==> config.mk <==
export PLATFORM = sky130hd
export DESIGN_NAME = countdown_timer
export DESIGN_NICKNAME = d
export VERILOG_FILES = /design/src/rtl/countdown_timer.sv
export SDC_FILE = /design/constraint.sdc
export NUM_CORES = 1
export LEC_CHECK = 0
export ABC_AREA = 1
export BUFFER_PORTS_ARGS = -buffer_cell sky130_fd_sc_hd__buf_2
export CAP_MARGIN = 10
export CORE_MARGIN = 3
export CORE_UTILIZATION = 64
export DETAILED_ROUTE_END_ITERATION = 6
export PLACE_DENSITY = 0.82
export RECOVER_POWER = 25
export SYNTH_ARGS = -nofsm -noshare
export SYNTH_HDL_FRONTEND = slang
export SYNTH_SLANG_ARGS = --single-unit
==> constraint.sdc <==
create_clock -name clk -period 3.45 [get_ports clk]
set_clock_uncertainty 0.05 [all_clocks]
set_input_delay 0.345 -clock clk [delete_from_list [all_inputs] [get_ports clk]]
set_output_delay 0.345 -clock clk [all_outputs]
set_load 0.05 [all_outputs]
==> src/rtl/countdown_timer.sv <==
// countdown_timer
//   Loadable, pausable 4-bit down-counter with a clock prescaler.
//   Each count step takes PRESCALE enabled clk cycles (one second on the
//   board clock). The count floors at zero instead of wrapping.
//
// Parameters:
//   PRESCALE    enabled clk cycles per count step (>= 1)
//
// Ports:
//   clk         system clock
//   rst         asynchronous, active-high reset
//   timer_en    count enable; low pauses both prescaler and count
//   timer_load  synchronous load of timer_init; overrides timer_en
//   timer_init  load value in seconds (0-15)
//   timer_out   registered remaining count
//   tick        one-cycle pulse on every prescaler wrap
//   expired     one-cycle pulse when the count steps from 1 to 0
module countdown_timer #(
  parameter int unsigned PRESCALE = 50_000_000
) (
  input  logic       clk,
  input  logic       rst,
  input  logic       timer_en,
  input  logic       timer_load,
  input  logic [3:0] timer_init,
  output logic [3:0] timer_out,
  output logic       tick,
  output logic       expired
);

  // A PRESCALE of 1 still needs a 1-bit counter; it simply stays at 0.
  localparam int unsigned PRE_W = (PRESCALE > 1) ? $clog2(PRESCALE) : 1;
  localparam logic [PRE_W-1:0] PRE_MAX = PRE_W'(PRESCALE - 1);

  logic [PRE_W-1:0] pre_cnt;
  logic [3:0]       count;

  always_ff @(posedge clk or posedge rst) begin
    if (rst) begin
      pre_cnt <= '0;
      count   <= '0;
      tick    <= 1'b0;
      expired <= 1'b0;
    end else if (timer_load) begin
      count   <= timer_init;
      pre_cnt <= '0;
      tick    <= 1'b0;
      expired <= 1'b0;
    end else if (timer_en) begin
      if (pre_cnt == PRE_MAX) begin
        pre_cnt <= '0;
        tick    <= 1'b1;
        expired <= (count == 4'd1);
        if (count != 4'd0) begin
          count <= count - 4'd1;
        end
      end else begin
        pre_cnt <= pre_cnt + PRE_W'(1);
        tick    <= 1'b0;
        expired <= 1'b0;
      end
    end else begin
      tick    <= 1'b0;
      expired <= 1'b0;
    end
  end

  assign timer_out = count;

endmodule

==> flow_metrics.env <==
export IMPL_ys_seq_elements=32
export IMPL_vias_per_cell=5.08
export IMPL_cp_start_kind="flip-flop"
export IMPL_crit_arrival_ns=1.92
export IMPL_ys_warn_count=0
export IMPL_multi_input_area_um2=1020
export IMPL_postCtsHoldBufs=0
export IMPL_area_growth_pct=7.90
export IMPL_max_stage_delay_ns=0.40
export IMPL_die_h_um=62.1
export IMPL_maxCapViolCount=1
export IMPL_ys_seq_area_share_pct=39.8
export IMPL_dpl_hpwl_um=2890
export IMPL_post_cts_setup_buffer_count=0
export IMPL_drc=0
export IMPL_hold_viol=0
export IMPL_syn_area_um2=2010
export IMPL_fill_cells=215
export IMPL_drt_iter0_markers=108
export IMPL_grt_pass1_vias=1453
export IMPL_clk_latency_ns=0.33
export IMPL_layout_commonest_cell="nand2_1"
export IMPL_cts_max_path_buffers=2
export IMPL_cp_top_family="simple AND/OR/NAND/NOR gates"
export IMPL_core_um2=2880
export IMPL_placed_area_um2=2100
export IMPL_grt_remaining_overflow=0
export IMPL_cp_required_ns=3.64
export IMPL_hold_path_class="primary input to flip-flop"
export IMPL_power_total_w=0.000876
export IMPL_min_period_ns=1.73
export IMPL_violations="capacitance limit, slew limit"
export IMPL_io_pins=14
export IMPL_dieArea_um2=3850
export IMPL_syn_inst=278
export IMPL_grt_max_degree=33
export IMPL_most_common_layout_cells="78 x nand2_1, 50 x nor2_1, 37 x inv_1, 32 x dfrtp_1, 14 x nand3_1"
export IMPL_portBuffers=13
export IMPL_cts_sinks=32
export IMPL_vias=1718
export IMPL_routed_wl_um=3890
export IMPL_gp_congestion=0.894
export IMPL_ant_nets=0
export IMPL_rows=19
export IMPL_synth_edf_count=0
export IMPL_synth_cell_type_count=30
export IMPL_path_class="flip-flop to flip-flop"
export IMPL_ys_flop_type="dfrtp_1"
export IMPL_wl_per_cell_um=11.5
export IMPL_area_sequential_um2=801
export IMPL_grt_total_usage_pct=22.5
export IMPL_cts_resized=0
export IMPL_layout_drive_gt1_share_pct=12.5
export IMPL_rsz0062_at_grt="no"
export IMPL_synth_fp_nets=290
export IMPL_crit_chain="ha_1 > nand3_2 > inv_1 > nand2_1 > nor2_2 > nand2_2 > nand2_4 > nand3_1 > nand2_1 > nand2_1"
export IMPL_setup_tns_final_ns=0
export IMPL_initial_core_util_pct=69.9
export IMPL_cpMaxStageDelayCell="dfrtp_1"
export IMPL_insertedDiodeCount=0
export IMPL_cts_tree="done"
export IMPL_drt_pass1_iterations=4
export IMPL_cts_buffers=5
export IMPL_grt_antenna_before_repair=0
export IMPL_async_reset_ff_share_pct=100
export IMPL_power_density_nw_per_um2=403
export IMPL_end_kind="flip-flop"
export IMPL_fin_crit_sh_pct=50.2
export IMPL_nNetsFinal=307
export IMPL_cpMostUsedCell="nand2_1"
export IMPL_fmax_mhz=577
export IMPL_clkTransAtPathRegs_ns=0.11
export IMPL_grt_pass1_wl_um=6260
export IMPL_tightestPinTransition_ns=1.70
export IMPL_utilization_pct=75.5
export IMPL_maxSlewViolCount=33
export IMPL_ctsHtreeMaxLevel=2
export IMPL_root_buffer="clkbuf_4"
export IMPL_finalSetupViolCount=0
export IMPL_cp_num_buf_inv=1
export IMPL_slew_headroom_pct=-13.2
export IMPL_ir_drop_mv=0.328
export IMPL_worstPathMaxFanout=7
export IMPL_syn_area_per_cell_um2=7.24
export IMPL_final_area_um2=2170
export IMPL_leakage_nw=1.05
export IMPL_die_w_um=62.1
export IMPL_status="complete, but fails checks"
[worst reg2reg max path: stages, from the launching register on]
cell and delay, ns:
dfrtp_1 0.40, ha_1 0.21, nand3_2 0.12, inv_1 0.11, nand2_1 0.07, nor2_2 0.13
nand2_2 0.09, nand2_4 0.13, nand3_1 0.17, nand2_1 0.12, nand2_1 0.05
[state kept, by name, indices dropped and copies added (netlist names)]
signal and count:
timer_out 4, expired 1, pre_cnt 26, tick 1
[power breakdown]
group	total, W	switching [W]	internal [W]	leakage [nW]
sequential	0.000417	0.0000230	0.000394	0.439
clock	0.000283	0.000132	0.000152	0.0422
combinational	0.000176	0.000127	0.0000482	0.564
[synth_stat cells (3+ instances only)]
master / instances / area share, %
nor3_1: 6 / 1.5
nor3_2: 3 / 1.5
nand3_1: 14 / 3.5
o21ai_0: 5 / 1.2
xnor2_1: 6 / 2.6
ha_1: 4 / 2.5
dfrtp_1: 32 / 40
inv_1: 37 / 6.9
nor2_1: 50 / 9.3
nand4_1: 8 / 2.5
nand2_1: 78 / 15
nor2_2: 4 / 1.2
xor2_1: 9 / 3.9
nand2_2: 3 / 0.93
buf_6: 3 / 1.7
[path summary, 6_finish.rpt]
| check | from | to | slack (ns) | cells after the start |
|---|---|---|---|---|
| max in group asynchronous | rst | pre_cnt[10]$_DFFE_PP0P_ | 1.83 | 3 |
| worst max-delay path | pre_cnt[0]$_DFFE_PP0P_ | timer_out[2]$_DFFE_PP0P_ | 1.72 | 10 |
| min in group asynchronous | rst | pre_cnt[1]$_DFFE_PP0P_ | 0.53 | 3 |
| worst max register to register | pre_cnt[0]$_DFFE_PP0P_ | timer_out[2]$_DFFE_PP0P_ | 1.72 | 10 |
| worst min register to register | timer_out[1]$_DFFE_PP0P_ | timer_out[1]$_DFFE_PP0P_ | 0.46 | 2 |
| worst min-delay path | timer_en | pre_cnt[6]$_DFFE_PP0P_ | 0.25 | 2 |
[cell type report]
| type | instances | share of cell area (%) |
|---|---|---|
| Sequential cell | 32 | 36.9 |
| Tap cell | 42 | 2.42 |
| Multi-Input combinational cell | 203 | 47.0 |
| Clock buffer | 6 | 1.90 |
| Clock inverter | 2 | 1.61 |
| Inverter | 39 | 6.97 |
| Timing Repair Buffer | 14 | 3.17 |
[layer usage]
layer / GRT usage (%) / share of wire (%)
met4: 9.70 / 1.5
met3: 4.75 / 4.8
met5: 0 / 0
met2: 33.1 / 44
met1: 31.9 / 50
[per-stage QoR]
stage	hold WS, ns	setup slack, ns	std cells
floorplan	0.398	1.88	278
global placement	0.394	1.75	330
detailed placement	0.397	1.72	330
CTS	0.0286	1.72	338
global route	0.269	1.51	338
finish	0.254	1.72	338
[kinds of logic (layout without fill, tap and decap cells)]
family,count (synthesis),after routing,share of synthesized area [%]
AO/OA/AOI/OAI,11,11,3.11
AND/OR/NAND/NOR,173,173,38.6
flip-flops,32,32,39.8
adder cells (fa/ha/maj),4,4,2.49
XOR/XNOR,15,15,6.53
buffers and inverters,43,61,9.45
No activity file was read; power rests on OpenSTA's default activity.
